===== src/rtl/uio_arb_pkg.sv =====
// Shared types and default parameters for the two-requester uio bus arbiter.
package uio_arb_pkg;

    localparam int unsigned BURST_DEF    = 4;
    localparam int unsigned TURN_CYC_DEF = 1;

    typedef enum logic [1:0] {
        IDLE = 2'd0,
        TURN = 2'd1,
        XFER = 2'd2
    } state_t;

    typedef enum logic {
        OWN_A = 1'b0,
        OWN_B = 1'b1
    } owner_t;

endpackage : uio_arb_pkg


===== src/rtl/uio_bus_arbiter.sv =====
// Round-robin arbiter sharing one bidirectional uio pad bus between two requesters,
// with a bus-turnaround gap before each grant and bursts capped at BURST beats.
module uio_bus_arbiter
    import uio_arb_pkg::*;
#(
    parameter int unsigned BURST    = BURST_DEF,
    parameter int unsigned TURN_CYC = TURN_CYC_DEF
) (
    input  logic       clk,
    input  logic       rst_n,
    input  logic       ena,
    input  logic       req_a,
    input  logic       req_b,
    input  logic       wr_a,
    input  logic       wr_b,
    input  logic [7:0] wdata_a,
    input  logic [7:0] wdata_b,
    input  logic [7:0] uio_in,
    output logic [7:0] uio_out,
    output logic [7:0] uio_oe,
    output logic       gnt_a,
    output logic       gnt_b,
    output logic       beat,
    output logic [7:0] rdata,
    output logic       rvalid,
    output logic       busy
);

    state_t     state;
    owner_t     owner;
    owner_t     last;
    owner_t     pick;
    logic       dir;
    logic [3:0] beat_cnt;
    logic [1:0] turn_cnt;

    logic       own_req;
    logic [7:0] own_wdata;
    logic       in_xfer;
    logic       drive;
    logic       last_beat;

    // Owner-side views and round-robin choice for the next selection.
    always_comb begin
        own_req   = (owner == OWN_A) ? req_a : req_b;
        own_wdata = (owner == OWN_A) ? wdata_a : wdata_b;
        pick      = OWN_A;
        if (req_a && req_b) begin
            pick = (last == OWN_A) ? OWN_B : OWN_A;
        end else if (req_b) begin
            pick = OWN_B;
        end
    end

    assign in_xfer   = (state == XFER);
    assign drive     = in_xfer && dir;
    assign last_beat = (beat_cnt == 4'(BURST - 1));

    // Bus-facing decode; the write path is combinational from the owner's data.
    assign busy    = (state != IDLE);
    assign gnt_a   = in_xfer && (owner == OWN_A);
    assign gnt_b   = in_xfer && (owner == OWN_B);
    assign beat    = in_xfer && own_req;
    assign uio_oe  = drive ? 8'hFF : 8'h00;
    assign uio_out = drive ? own_wdata : 8'h00;

    always_ff @(posedge clk) begin
        if (!rst_n) begin
            state    <= IDLE;
            owner    <= OWN_A;
            last     <= OWN_B;
            dir      <= 1'b0;
            beat_cnt <= 4'd0;
            turn_cnt <= 2'd0;
            rdata    <= 8'h00;
            rvalid   <= 1'b0;
        end else begin
            rvalid <= 1'b0;
            case (state)
                IDLE: begin
                    if (ena && (req_a || req_b)) begin
                        owner    <= pick;
                        last     <= pick;
                        dir      <= (pick == OWN_A) ? wr_a : wr_b;
                        beat_cnt <= 4'd0;
                        turn_cnt <= 2'(TURN_CYC - 1);
                        state    <= TURN;
                    end
                end
                TURN: begin
                    if (turn_cnt == 2'd0) begin
                        state <= XFER;
                    end else begin
                        turn_cnt <= turn_cnt - 2'd1;
                    end
                end
                XFER: begin
                    if (beat) begin
                        beat_cnt <= beat_cnt + 4'd1;
                        if (!dir) begin
                            rdata  <= uio_in;
                            rvalid <= 1'b1;
                        end
                    end
                    // A beat in a cycle with ena=0 still completes before leaving.
                    if (!own_req || !ena || last_beat) begin
                        state <= IDLE;
                    end
                end
                default: state <= IDLE;
            endcase
        end
    end

endmodule : uio_bus_arbiter


===== config.mk =====
export PLATFORM = sky130hd
export DESIGN_NAME = uio_bus_arbiter
export DESIGN_NICKNAME = d
export VERILOG_FILES = /design/src/rtl/uio_arb_pkg.sv /design/src/rtl/uio_bus_arbiter.sv
export SDC_FILE = /design/constraint.sdc
export NUM_CORES = 1
export LEC_CHECK = 0
export ABC_AREA = 1
export CAP_MARGIN = 20
export CORE_MARGIN = 1.5
export CORE_UTILIZATION = 53
export CTS_BUF_LIST = sky130_fd_sc_hd__clkbuf_4
export DETAILED_ROUTE_END_ITERATION = 7
export DONT_BUFFER_PORTS = 1
export PLACE_DENSITY = 0.68
export SETUP_SLACK_MARGIN = 0.4
export SLEW_MARGIN = 0
export SYNTH_ARGS = -nofsm -noshare
export SYNTH_HDL_FRONTEND = slang
export SYNTH_SLANG_ARGS = --single-unit

===== constraint.sdc =====
create_clock -name clk -period 1.4 [get_ports clk]
set_input_delay 0.07 -clock clk [delete_from_list [all_inputs] [get_ports clk]]
set_output_delay 0.07 -clock clk [all_outputs]
set_load 0.02 [all_outputs]

==> metrics.csv <==
metric;value;unit
Power per Cell Area;829;nW/um^2
synth warn;0;
# setup viols final;1;
DRT Pass-1 Iters;4;
FFs w/ async S/R, synth;0;
DR vias/cell;5.62;
reg2reg end;turn_cnt[1]$_SDFFE_PN0P_;
DRC violations left;0;
Root Driver;clkbuf_4;
CP delay by family, top;simple AND/OR/NAND/NOR gates;
CP Capture Type;flop;
Static Leak;0.734;nW
dpl hpwl;1850;um
via total after detailed routing;1281;
global placement routability congestion;0.771;
area of the die;2460;um^2
CTS buffer count;3;
share of layout cells above drive strength 1;0.383;
total grt overflow;0;
Fmax achieved;0.709;GHz
first-pass GRT wire length;4910;um
H-tree depth;1;
R2R setup slack;-10;ps
final hold vios;0;
IO Pins;60;
grt met1 use;0.309;
gr busiest metal;met2;
wire per inst;16.5;um
worst setup margin;-11.0;ps
Setup crit start kind;flop;
worst vdd ir;996;uV
R2R cell count;8;
DRT antenna net count;0;
most common cell after layout, fill and taps aside;nand2_1;
status;complete, but fails checks;
hold path endpoint;last$_SDFFE_PN1P_;
final worst path period share;1.01;
DP Area;1250;um^2
Area Growth Syn to Fin;50.9;%
Synth cell types;24;
initial antenna violation count;0;
critical path buffer and inverter count;3;
Final Max Tran Viols;0;
Initial Util;0.574;
Gate Count Post-Synth;179;
Synth Area per Inst;6.42;um^2
grt met3 use;0.0636;
clock sink count;20;
unrepaired setup endpoints after global routing;true;
met2 usage;0.440;
First DRT Iteration DRCs;53;
Die Width;49.6;um
vias in the first global route;1119;
CP peak stage delay;360;ps
Core Area;2000;um^2
Die Y;49.6;um
worst-path cell chain;buf_4 -> buf_6 -> nor2_4 -> buf_6 -> nand3_4 -> nand3_2 -> nand2_1 -> nor2_1;
Worst-path clk slew;120;ps
CP max-delay cell;dfxtp_2;
register area share after synthesis;0.348;
maximum number of pins on one net before global-route repair;18;
final setup TNS;-11.0;ps
IO buf count;0;
row count;16;
crit path kind;flop to flop;
nets;235;
most frequent cell on the critical path;buf_6;
Primary FF master, synth;dfxtp_1;
commonest non-fill, non-tap cells in the layout;nand2_1, nor2_1, inv_1, dfxtp_1, buf_6;
GRT Total Usage;0.253;
failing checks;negative setup slack;
Slew HR;0.622;
EDFF count, synth;0;
syn_nets;212;
CP Max Fanout;5;
Skew-Pair Late Insertion Delay;310;ps
fin crit period;1410;ps
Routed WL;3770;um
Mapped Area;1150;um^2
min-delay src;ena;
WP data required;1630;ps
number of synthesized register bits;20;
Ant. Diodes;0;
Hold Crit Depth;3;
pre-CTS setup slack;165;ps
Critical R2R Launch;state[0]$_SDFFE_PN0P_;
TritonCTS clock tree;yes;
skew final;9.10;ps
Design Area, Final;1740;um^2
HP Class;input port to flop;
measured slew at the worst slew-check pin;566;ps
max-cap viol count;0;
Max Root-Sink Buffers;2;
CP arrival;1650;ps
## synthesized netlist by cell type, types with 2 or more instances
library cell | count | area (um^2)
nand4_1 | 3 | 18.8
o21ai_0 | 2 | 10.0
a21oi_1 | 17 | 85.1
ha_1 | 2 | 25.0
buf_4 | 9 | 67.6
nand3_1 | 7 | 35.0
dfxtp_1 | 20 | 400
nand2_1 | 52 | 195
nor2_1 | 28 | 105
nand2_2 | 3 | 18.8
inv_1 | 23 | 86.3
## per-stage QoR
step           total power, mW  utilization  cells  hold slack (ps)
6_report                  1.44        0.867    228             2.73
5_1_grt                   1.48        0.867    228             6.12
4_1_cts                   1.36        0.788    221             2.03
3_5_place_dp             0.807        0.623    197              196
3_3_place_gp             0.801        0.623    197              193
2_1_floorplan            0.790            -    179              186
## power by group
part | switching [mW] | internal [mW]
combinational | 0.202 | 0.142
clock | 0.184 | 0.290
sequential | 0.0291 | 0.593
## tightest hold or removal path, stage by stage
cell and delay, ps:
nand3_4 100, a21oi_2 60, nand2_1 50
## cells by family after synthesis
family                     count (synthesis)  synth area share
AOI/OAI and AO/OA                         21            0.0968
buffers and inverters                     38             0.165
DFF                                       20             0.348
adders and majority gates                  2            0.0218
and+or+nand+nor                           98             0.368
## flip-flops by register name (all words and copies together) (netlist names)
| signal | cells |
|---|---|
| rdata | 8 |
| dir | 1 |
| turn_cnt | 2 |
| owner | 1 |
| rvalid | 1 |
| beat_cnt | 4 |
| state | 2 |
| last | 1 |
## cell type report
cell class | count | area [um^2]
flip-flops and latches | 20 | 409
clock inverters | 1 | 30.0
well taps | 27 | 33.8
fillers | 106 | 267
clock buffers | 3 | 22.5
inverters | 26 | 124
repair buffers | 28 | 303
multi-input cells | 123 | 813
## how the worst max path moves through the flow
stage	startpoint	to	slack, ps	depth (start not counted)
floorplan	state[0]$_SDFFE_PN0P_	uio_out[0]	330	5
global placement	state[1]$_SDFFE_PN0P_	owner$_SDFFE_PN0P_	210	4
detailed placement	state[1]$_SDFFE_PN0P_	owner$_SDFFE_PN0P_	160	4
CTS	dir$_SDFFE_PN0P_	uio_out[4]	50	4
global route	state[0]$_SDFFE_PN0P_	turn_cnt[1]$_SDFFE_PN0P_	-30	8
finish	state[0]$_SDFFE_PN0P_	turn_cnt[1]$_SDFFE_PN0P_	-10	8
## layer usage
layer | vias up | routed length, um
met5 | - | 0
met3 | 19 | 300
met4 | 0 | 174
met2 | 73 | 1930
li1 | 596 | -
met1 | 593 | 1370
## timing repair
action | 4_1_cts | 5_1_grt
gates resized for setup | 24 | 31
cloned | 1 | 1
pin swaps | 8 | 11
setup endpoints to repair | 38 | 40
buffers inserted | 9 | 6
endpoints found under the hold margin | 14 | 0
hold buffers | 10 | 0
No activity file was read; power rests on OpenSTA's default activity.
